## src/rtl/vs_arb_pkg.sv

```systemverilog
// Shared types and constants for the VS10xx-style SCI/SDI bus arbiter.
// Optional SCI read support is enabled with VS_ARB_READ_EN.
package vs_arb_pkg;

  typedef enum logic [2:0] {
    IDLE,
    CMD_WAIT,
    CMD_SHIFT,
    DAT_SHIFT,
    GAP
  } state_t;

  localparam logic [7:0] OP_WRITE = 8'h02;
  localparam logic [7:0] OP_READ  = 8'h03;
  localparam logic [7:0] REG_MODE = 8'h00;
  localparam logic [7:0] REG_VOL  = 8'h0B;

  localparam logic [5:0] CMD_BITS = 6'd32;
  localparam logic [5:0] DAT_BITS = 6'd8;

  // Reads clock out zeros after the address while SO is sampled
  function automatic logic [31:0] cmd_word(
    input logic        rd,
    input logic [7:0]  addr,
    input logic [15:0] data
  );
    return rd ? {OP_READ, addr, 16'h0000}
              : {OP_WRITE, addr, data};
  endfunction

endpackage

```

## src/rtl/vs_spi_shifter.sv

```systemverilog
// SCK divider plus MSB-first shifter (mode 0) for up to 32 bits.
// With VS_ARB_READ_EN, SO is sampled on every SCK rising edge.
module vs_spi_shifter #(
  parameter int CLK_DIV = 4
) (
  input  logic        clk,
  input  logic        rst_n,
  input  logic        load,
  input  logic [31:0] data,
  input  logic [5:0]  nbits,
`ifdef VS_ARB_READ_EN
  input  logic        so,
  output logic [15:0] rx,
`endif
  output logic        sck,
  output logic        si,
  output logic        done
);

  localparam logic [8:0] RISE = 9'(CLK_DIV - 1);
  localparam logic [8:0] FALL = 9'(2 * CLK_DIV - 1);

  logic [30:0] sreg;
  logic [8:0]  div;
  logic [5:0]  bits;
  logic        active;

  assign done = active && (bits == 6'd1) && (div == FALL);

  always_ff @(posedge clk or negedge rst_n) begin
    if (!rst_n) begin
      sreg   <= '0;
      div    <= '0;
      bits   <= '0;
      active <= 1'b0;
      sck    <= 1'b0;
      si     <= 1'b0;
`ifdef VS_ARB_READ_EN
      rx     <= '0;
`endif
    end else if (load) begin
      sreg   <= data[30:0];
      si     <= data[31];
      div    <= '0;
      bits   <= nbits;
      active <= 1'b1;
      sck    <= 1'b0;
`ifdef VS_ARB_READ_EN
      rx     <= '0;
`endif
    end else if (active) begin
      if (div == FALL) begin
        div  <= '0;
        sck  <= 1'b0;
        bits <= bits - 6'd1;
        sreg <= {sreg[29:0], 1'b0};
        si   <= done ? 1'b0 : sreg[30];
        if (done) active <= 1'b0;
      end else begin
        div <= div + 9'd1;
        if (div == RISE) begin
          sck <= 1'b1;
`ifdef VS_ARB_READ_EN
          rx  <= {rx[14:0], so};
`endif
        end
      end
    end
  end

endmodule

```

## src/rtl/vs_bus_arbiter.sv

```systemverilog
// Arbitrates SCI commands and SDI stream bytes onto a shared SPI bus.
// Define VS_ARB_READ_EN to add SCI register reads (i_cmd_rd/i_SO).
module vs_bus_arbiter
  import vs_arb_pkg::*;
#(
  parameter int CLK_DIV    = 4,
  parameter int BURST_LEN  = 32,
  parameter int GAP_CYCLES = 8
) (
  input  logic        clk,
  input  logic        rst_n,
  input  logic        i_DREQ,
  input  logic        i_cmd_valid,
  output logic        o_cmd_ready,
  input  logic [7:0]  i_cmd_addr,
  input  logic [15:0] i_cmd_data,
`ifdef VS_ARB_READ_EN
  input  logic        i_cmd_rd,
  input  logic        i_SO,
  output logic [15:0] o_rd_data,
  output logic        o_rd_valid,
`endif
  input  logic        i_dat_valid,
  output logic        o_dat_ready,
  input  logic [7:0]  i_dat_byte,
  output logic        o_XCS,
  output logic        o_XDCS,
  output logic        o_SCK,
  output logic        o_SI,
  output logic        o_busy
);

  localparam logic [15:0] BURST_M1 = 16'(BURST_LEN - 1);
  localparam logic [7:0]  GAP_M1   = 8'(GAP_CYCLES - 1);

  state_t      state;
  logic        live;
  logic        fair;
  logic [15:0] burst;
  logic [7:0]  gap;
  logic [7:0]  addr;
  logic [15:0] data;
  logic        rd;

  logic        idle, fair_dat, dat_ok;
  logic        take_cmd, take_dat, cmd_go;
  logic        sh_load, sh_done;
  logic [31:0] sh_data;
  logic [5:0]  sh_bits;

  always_comb begin
    idle     = live && (state == IDLE);
    fair_dat = fair && i_dat_valid && i_DREQ;
    dat_ok   = i_dat_valid && (i_DREQ || (burst != '0));
    take_dat = idle && (fair_dat || (!i_cmd_valid && dat_ok));
    take_cmd = idle && i_cmd_valid && !fair_dat;
    cmd_go   = (state == CMD_WAIT) && i_DREQ;
    sh_load  = take_dat || cmd_go;
    sh_data  = take_dat ? {i_dat_byte, 24'h0}
                        : cmd_word(rd, addr, data);
    sh_bits  = take_dat ? DAT_BITS : CMD_BITS;
  end

  assign o_cmd_ready = take_cmd;
  assign o_dat_ready = take_dat;
  assign o_busy      = (state != IDLE);

`ifdef VS_ARB_READ_EN
  logic [15:0] sh_rx;

  always_ff @(posedge clk or negedge rst_n) begin
    if (!rst_n) begin
      rd         <= 1'b0;
      o_rd_data  <= '0;
      o_rd_valid <= 1'b0;
    end else begin
      o_rd_valid <= (state == CMD_SHIFT) && sh_done && rd;
      if (take_cmd) rd <= i_cmd_rd;
      if ((state == CMD_SHIFT) && sh_done && rd) o_rd_data <= sh_rx;
    end
  end
`else
  assign rd = 1'b0;
`endif

  always_ff @(posedge clk or negedge rst_n) begin
    if (!rst_n) begin
      state  <= IDLE;
      live   <= 1'b0;
      fair   <= 1'b0;
      burst  <= '0;
      gap    <= '0;
      addr   <= '0;
      data   <= '0;
      o_XCS  <= 1'b1;
      o_XDCS <= 1'b1;
    end else begin
      live <= 1'b1;
      unique case (state)
        IDLE: begin
          if (take_cmd) begin
            addr  <= i_cmd_addr;
            data  <= i_cmd_data;
            burst <= '0;
            fair  <= 1'b0;
            state <= CMD_WAIT;
          end else if (take_dat) begin
            burst  <= (burst == '0) ? BURST_M1 : burst - 16'd1;
            fair   <= 1'b0;
            o_XDCS <= 1'b0;
            state  <= DAT_SHIFT;
          end
        end
        CMD_WAIT: begin
          if (i_DREQ) begin
            o_XCS <= 1'b0;
            state <= CMD_SHIFT;
          end
        end
        CMD_SHIFT: begin
          if (sh_done) begin
            o_XCS <= 1'b1;
            fair  <= 1'b1;
            gap   <= GAP_M1;
            state <= GAP;
          end
        end
        DAT_SHIFT: begin
          if (sh_done) begin
            o_XDCS <= 1'b1;
            gap    <= GAP_M1;
            state  <= GAP;
          end
        end
        GAP: begin
          if (gap == '0) state <= IDLE;
          else gap <= gap - 8'd1;
        end
        default: state <= IDLE;
      endcase
    end
  end

  vs_spi_shifter #(.CLK_DIV(CLK_DIV)) u_shift (
    .clk   (clk),
    .rst_n (rst_n),
    .load  (sh_load),
    .data  (sh_data),
    .nbits (sh_bits),
`ifdef VS_ARB_READ_EN
    .so    (i_SO),
    .rx    (sh_rx),
`endif
    .sck   (o_SCK),
    .si    (o_SI),
    .done  (sh_done)
  );

endmodule
```

## config.mk

```make
export PLATFORM = sky130hd
export DESIGN_NAME = vs_bus_arbiter
export DESIGN_NICKNAME = d
export VERILOG_FILES = /design/src/rtl/vs_arb_pkg.sv /design/src/rtl/vs_spi_shifter.sv /design/src/rtl/vs_bus_arbiter.sv
export SDC_FILE = /design/constraint.sdc
export NUM_CORES = 1
export LEC_CHECK = 0
export CORE_ASPECT_RATIO = 2
export CORE_UTILIZATION = 60
export DETAILED_ROUTE_END_ITERATION = 10
export PLACE_DENSITY = 0.89
export SLEW_MARGIN = 30
export SYNTH_ARGS = -nofsm -noshare
export SYNTH_HDL_FRONTEND = slang
export SYNTH_SLANG_ARGS = --single-unit
export TNS_END_PERCENT = 30
```

## constraint.sdc

```tcl
create_clock -name clk -period 3.5 [get_ports clk]
set_clock_uncertainty 0.1 [all_clocks]
set_input_delay 0.7 -clock clk [delete_from_list [all_inputs] [get_ports clk]]
set_output_delay 0.7 -clock clk [all_outputs]
set_load 0.03 [all_outputs]
```

==> out/metrics.csv <==
metric,value,unit
cp.arrival,2.32,ns
fp.dieW,66.3,um
cts_max_level,3,
max_stage_delay,0.48,ns
syn_to_final_growth,17.4,%
drv_slew,0,
worstSetupEndpointType,primary output,
critPathKind,in2out,
critPathLaunch,i_DREQ,
cp_slowest_cell,clkdlybuf4s50_1,
grt_pass1_wl,19.0,mm
cts_made_buffers,9,
min_period,3.12,ns
cts_setup_buffers,0,
power_frac_seq,0.497,
drt.antenna.violating_nets,0,
setup_tns,0,ns
cp.required,2.70,ns
crit-reg2reg-capture,burst[13],
r2r-start,state[1],
final.period_utilization,0.892,
fin_nets,599,
synthesis.area,0.00496,mm2
synth-edff-count,0,
num_vias,3981,
gr-total-overflow,0,
grt_usage,0.290,
slew_headroom,0.489,
peakVddDrop,328,uV
pre_cts_ws,0.381,ns
p_sw,0.000461,W
postRouteWirelength,11.2,mm
start_kind,input port,
via_per_inst,6.06,
drive_gt1_frac,0.0838,
p_comb_frac,0.028,
synth_nets,561,
gp_congestion,0.891,
ctsHoldBuffers,0,
setup_viol,0,
cts_resized,0,
antenna_cells,0,
hold_class,in2async,
syn_inst,518,
clkTransAtPathRegs,0.07,ns
cts_tree,built,
root_buffer,clkbuf_16,
yosysTopAreaCellShare,0.514,
clock_path_buffers,2,
grt_pass1_vias,4073,
start_util,0.625,
status,completed,
port_buffers,43,
drt_first_iter_violations,303,
p_clk_frac,0.475,
switching_share,0.190,
synth-seq-cells,104,
yosysTopAreaCell,dfrtp_1,
async_flop_share,1.00,
antenna_found_initial,0,
rr_worst_depth,5,
grt_max_degree,88,
grt_setup_unrepaired,false,
cts.sink_count,104,
synth_area_leaders,"dfrtp_1, nand2_1, mux2i_1, o21ai_0, nor2_1",
core-area,0.00794,mm2
hpwl,7.74,mm
die_h,131,um
worstPathCellList,clkdlybuf4s50_1 -> nor4b_1 -> and4_1 -> or2_1 -> inv_2 -> buf_4,
utilization,0.734,
tightest_slew,0.766,ns
path_max_fanout,11,
drc_errors,0,
hold_slack,0.309,ns
wl_per_cell,17.0,um
clkLatencyLatePin,0.35,ns
io_pins,44,
synth_seq_area_share,0.525,
hold_viol,0,
endpoint,o_dat_ready,
pwr_density_cell,415,mW/mm2
power.leakage,2.56,nW
max_freq,320,MHz
drv_cap,0,
fin_ws,0.376,ns
yosys_warnings,0,
r2r_setup_slack,0.91,ns
syn-mean-instance-area,9.58,um2
first_pass_iters,5,
fp-row-count,46,
die_area,0.00866,mm2
p_int,0.00196,W
ys.flop_type,dfrtp_1,
synth_cell_types,54,
-- state kept, by name, summed over array words and instances (netlist names) --
register,flops
u_shift.sreg,31
burst,16
data,16
u_shift.div,9
addr,8
gap,8
u_shift.bits,6
state,3
fair,1
live,1
o_XCS,1
o_XDCS,1
u_shift.active,1
u_shift.sck,1
u_shift.si,1
-- synth_stat cells, drive strengths merged (4+ instances only) --
cell and number:
nand4b 4, nand2b 5, nand4 10, mux2i 33, dfrtp 102, buf 11, ha 6, or3 9
nand3 10, or4 9, nand2 123, xnor2 7, nor3 4, and3 4, nor2 38, o31ai 4
xor2 9, clkbuf 16, o21ai 41, inv 13, o21a 4, a21oi 16, nor4 6
-- per-stage QoR --
step | power, W | instance area (um2) | instances
2_1_floorplan | 0.00123 | 4960 | 518
3_3_place_gp | 0.00129 | 5480 | 641
3_5_place_dp | 0.00129 | 5480 | 641
4_1_cts | 0.00243 | 5830 | 657
5_1_grt | 0.00249 | 5830 | 657
6_report | 0.00242 | 5830 | 657
-- metal layers --
metal | up-vias | part of all wire | global-route usage
li1 | 1861 | - | -
met1 | 1973 | 0.39 | 0.343
met2 | 117 | 0.55 | 0.514
met3 | 30 | 0.033 | 0.0339
met4 | 0 | 0.032 | 0.139
met5 | - | 0 | 0
-- logic make-up after synthesis --
logic type | after synthesis | synth area share
XOR/XNOR | 16 | 0.0282
adder cells (fa/ha/maj) | 6 | 0.0151
AO/OA/AOI/OAI | 81 | 0.0996
other | 1 | 0.000756
flip-flops | 104 | 0.525
AND/OR/NAND/NOR | 237 | 0.231
multiplexers | 33 | 0.0665
buffers and inverters | 40 | 0.0343
-- worst min-delay path by stage --
stage,depth (start not counted),slack [ns],endpoint
global placement,2,0.36,data[6]
CTS,1,0.34,addr[6]
global route,1,0.37,addr[4]
detailed placement,2,0.36,addr[1]
finish,1,0.31,u_shift.div[0]
floorplan,0,0.30,addr[0]
-- layout make-up --
| cell class | instances | area (um2) |
|---|---|---|
| clock inverter | 5 | 104 |
| sequential | 104 | 2610 |
| clock buffer | 11 | 243 |
| inverter | 13 | 48.8 |
| multi-input combinational | 374 | 2200 |
| tap | 96 | 120 |
| timing repair buffer | 54 | 509 |
| fill | 554 | 2110 |
-- worst max-delay path: cells and delay by family --
| kind | cells | cell delay (ns) |
|---|---|---|
| buffers and inverters | 3 | 0.79 |
| and+or+nand+nor | 3 | 0.83 |
-- placed cells by master, fill, tap and decap left out, types with 10 or more instances in the layout --
master	netlist	routed
o21ai_0	34	34
inv_1	11	11
nand3_1	10	10
dfrtp_1	102	102
nor2_1	38	38
nand4_1	10	10
nand2_1	123	123
clkdlybuf4s50_1	0	40
mux2i_1	33	33
a21oi_1	16	16
buf_4	0	13
-- power by group through the flow --
stage / sequential (W) / clock [W] / combinational, W
3_5_place_dp: 0.00123 / 0 / 0.0000692
4_1_cts: 0.00120 / 0.00116 / 0.0000697
6_report: 0.00120 / 0.00115 / 0.0000680
5_1_grt: 0.00120 / 0.00121 / 0.0000755
3_3_place_gp: 0.00123 / 0 / 0.0000678
2_1_floorplan: 0.00123 / 0 / 0.00000171
(Power assumes the default switching activity.)
==> variant 1 (config.mk and constraints unchanged) <==
Build with the macro `VS_ARB_READ_EN` defined.
--- a/src/rtl/vs_spi_shifter.sv
+++ b/src/rtl/vs_spi_shifter.sv
@@ -2,2 +2,4 @@
 // With VS_ARB_READ_EN, SO is sampled on every SCK rising edge.
+`define VS_ARB_READ_EN
+
 module vs_spi_shifter #(
Ports: changed (added i_SO, i_cmd_rd, o_rd_data and o_rd_valid); port bits go from 44 to 63. The function was not compared with the original's and may differ.
==> variant 1 against the unedited design <==
  * Sequential cell count is 34 higher
  * Register-to-register slack worse by 120 ps
  * Largest cell class unchanged
  * Setup slack better by 200 ps
  * Clock power is 64% higher
  * Design area is 32% higher
  * Wire length is 31% higher
  * Total power is 50% higher
  * Synthesized area is 27% higher
  * Synthesized cell count is 22% higher
  * Critical path depth stayed put
  * Utilization is 2.5 points higher
==> variant 1: results (changes against the unedited design) <==
[global_routing]
grt_max_degree=57  ; was 88
grt_pass1_vias=5256  ; was 4073
grt_pass1_wl_um=24000  ; was 19000 um
grt_use_total=0.289  ; was 0.290

[clocking]
insertion_delay_ps=420  ; was 350 ps

[finish]
fillers=665  ; was 554
layout.nets=746  ; was 599
layout-drive-gt1-share=0.123  ; was 0.0838

[run_status]
status=complete, no violations  ; unchanged

[critical_path]
timing.rr.end=o_rd_data[10]  ; was burst[13]
r2r_slack_ps=790  ; was 910 ps

[logic_synthesis]
muxShareOfSynthArea=0.0454  ; was 0.0665
synth.top_cell.area_share=0.542  ; was 0.514
synth-compound-area-share=0.132  ; was 0.0996
yosysUniqueCellTypes=58  ; was 54
seq_area_frac_synth=0.550  ; was 0.525
ys_top_cells_by_count=nand2_1, dfrtp_1, nor2_1, a21oi_1, clkbuf_1  ; was nand2_1, dfrtp_1, nor2_1, o21ai_0, mux2i_1
synthTopCellsByArea=dfrtp_1, nand2_1, mux2_2, a21oi_1, nor2_1  ; was dfrtp_1, nand2_1, mux2i_1, o21ai_0, nor2_1
synth-adder-area-share=0.0120  ; was 0.0151
synth-xor-area-share=0.0251  ; was 0.0282
synth_nets=679  ; was 561

[pwr]
ir_worst_vdd_v=0.000434  ; was 0.000328 V
power.switching_mw=0.748  ; was 0.461 mW
p_leak_nw=3.55  ; was 2.56 nW

[route]
routedWlPerCell_um=17.3  ; was 17.0 um
wl_met3_um=603  ; was 371 um
wl_met1_um=5430  ; was 4320 um
drt-initial-drc-count=297  ; was 303
wl_met2_um=8180  ; was 6120 um

[placed_design]
io_buffers=62  ; was 43
pre_cts_slack_ps=411  ; was 381 ps

[sta]
fin_crit_ps=2920  ; was 3120 ps

variant 1: changes by cell type after synthesis, moves of 11 or more:
cell / delta
dfrtp_1: +34
a21oi_1: +20
nand2_1: +38
a2bb2oi_1: +15
mux2i_1: -27
mux2_2: +20
clkbuf_1: +11
variant 1: critical path: stages (launching register included):
cell and delay (ps):
dfrtp_1 410, inv_1 80, ha_1 230, nor4b_1 350, and4_1 370, o21ai_2 100
buf_4 170
variant 1: power groups by stage:
stage	clock network (mW)	logic, mW	registers, mW
after floorplan	0	0.0295	1.64
after global placement	0	0.112	1.64
after detailed placement	0	0.117	1.64
after CTS	1.91	0.119	1.61
after global routing	1.98	0.129	1.61
final	1.89	0.117	1.61
variant 1: cell type report:
type,instances,area [um2],area share
clock buffers,23,498,0.0647
flip-flops and latches,138,3460,0.449
well taps,135,169,0.0219
inverters,13,48.8,0.00634
repair buffers,78,733,0.0952
multi-input cells,453,2660,0.346
clock inverters,9,136,0.0177
variant 1: layer usage:
layer / vias up / GRT usage
met5: - / 0
met4: 0 / 0.135
met3: 45 / 0.0656
met2: 187 / 0.501
met1: 2555 / 0.326
li1: 2349 / -
variant 1: cells by family after synthesis:
family,count (synthesis)
compound gates,123
mux,26
other cells,1
xor+xnor,18
simple gates,279
flops,138
buf+inv,43
fa+ha+maj,6
variant 1: stage by stage:
step | area (um2) | hold slack [ps] | utilization | std cells
after global placement | 7070 | 358 | 0.696 | 817
final | 7700 | 243 | 0.759 | 849
after global routing | 7700 | 294 | 0.759 | 849
after floorplan | 6280 | 304 | - | 634
after detailed placement | 7070 | 365 | 0.696 | 817
after CTS | 7700 | 254 | 0.759 | 849
variant 1: how the worst min path moves through the flow:
stage / from / endpoint / slack, ps
after floorplan: rst_n / addr[0] / 300
after global placement: data[9] / data[9] / 360
after detailed placement: data[4] / data[4] / 370
after CTS: rst_n / burst[15] / 250
after global routing: rst_n / burst[15] / 290
final: rst_n / burst[15] / 240
==> variant 2 (same settings) <==
Made on the original files. The 5 states of `state_t` get a one-hot encoding in 5 bits.
--- a/src/rtl/vs_arb_pkg.sv
+++ b/src/rtl/vs_arb_pkg.sv
@@ -4,8 +4,8 @@
 
-  typedef enum logic [2:0] {
-    IDLE,
-    CMD_WAIT,
-    CMD_SHIFT,
-    DAT_SHIFT,
-    GAP
+  typedef enum logic [4:0] {
+    IDLE      = 5'b00001,
+    CMD_WAIT  = 5'b00010,
+    CMD_SHIFT = 5'b00100,
+    DAT_SHIFT = 5'b01000,
+    GAP       = 5'b10000
   } state_t;
Formal check against the unedited RTL: no difference found for any inputs over 10 cycles, from zero or initial values and one cycle with rst_n low; not proved beyond that.
==> variant 2 against the unedited design <==
  * Synthesized area rose by 1.2%
  * Wire length shrank 2.1%
  * Design area shrank 0.36%
  * Setup slack got worse by 110 ps
  * Sequential cell count rose by 2
  * Highest routed layer unchanged
  * Worst hold slack got worse by 31 ps
  * Global-route usage decreased by 1.3 points
  * Largest cell class unchanged
  * Maximum frequency down 3.5%
Power is not compared: it rests on default switching activity, and its combinational part moved more than twofold at a synthesized area within 25%.
==> variant 2: results (changes against the unedited design) <==
[sta]
max_freq_mhz=309  ; was 320 MHz
slew_headroom=0.523  ; was 0.489

[global_routing]
grt_pass1_vias=4120  ; was 4073
gr-usage-met1=0.304  ; was 0.343
grt_max_degree=52  ; was 88
grt_use_total=0.278  ; was 0.290
grt_pass1_wl_um=18600  ; was 19000 um

[route]
wl_met3_um=448  ; was 371 um
finalWirelength_um=10900  ; was 11200 um
wl_met2_um=6010  ; was 6120 um
dr_total_vias=3993  ; was 3981
drt-initial-drc-count=287  ; was 303

[critical_path]
worst-r2r-cell-count=9  ; was 5
startpoint=burst[0]  ; was i_DREQ
crit_path_max_fanout=7  ; was 11
arrival_ps=2440  ; was 2320 ps
cp_slowest_cell=and4_1  ; was clkdlybuf4s50_1
r2r_slack_ps=790  ; was 910 ps

[logic_synthesis]
syn-instance-count=522  ; was 518
seq_area_frac_synth=0.529  ; was 0.525
ys_top_cells_by_count=nand2_1, dfrtp_1, o21ai_0, mux2i_1, nor2_1  ; was nand2_1, dfrtp_1, nor2_1, o21ai_0, mux2i_1
synthTopCellsByArea=dfrtp_1, nand2_1, mux2i_1, o21ai_0, nor2_1  ; unchanged
avgSynthCellArea_um2=9.62  ; was 9.58 um2
synth_nets=565  ; was 561

[finish]
area_growth_pct=15.6  ; was 17.4%
fillers=577  ; was 554
layout-drive-gt1-share=0.0669  ; was 0.0838
inv_count=14  ; was 13
layout.cells.non_filler=664  ; was 657
multi_input_area_share=0.382  ; was 0.377
buf_share=0.0832  ; was 0.0874

[placed_design]
place_inst=648  ; was 641
hpwl_um=7580  ; was 7740 um
pre_cts_slack_ps=433  ; was 381 ps

[run_status]
status=complete, no violations  ; unchanged

==> variant 2: cell types whose count changed after synthesis, sizes merged, moves of 3 or more <==
cell | unedited run | this run
nor3 | 4 | 9
nand4 | 10 | 3
nor4 | 6 | 9
o21a | 4 | 0
xor2 | 9 | 6
clkbuf | 16 | 11
nor2 | 38 | 30
nand2 | 123 | 126
o21ai | 41 | 49
==> variant 2: logic make-up (layout without fill, tap and decap cells) <==
| family | after synthesis | in the layout | synth area share |
|---|---|---|---|
| other | 1 | 1 | 0.000747 |
| buffers and inverters | 35 | 81 | 0.0289 |
| adders and majority gates | 6 | 6 | 0.0150 |
| muxes | 35 | 35 | 0.0700 |
| AOI/OAI and AO/OA | 90 | 90 | 0.107 |
| and+or+nand+nor | 234 | 234 | 0.224 |
| xor gates and xnor gates | 15 | 15 | 0.0262 |
| DFF | 106 | 106 | 0.529 |
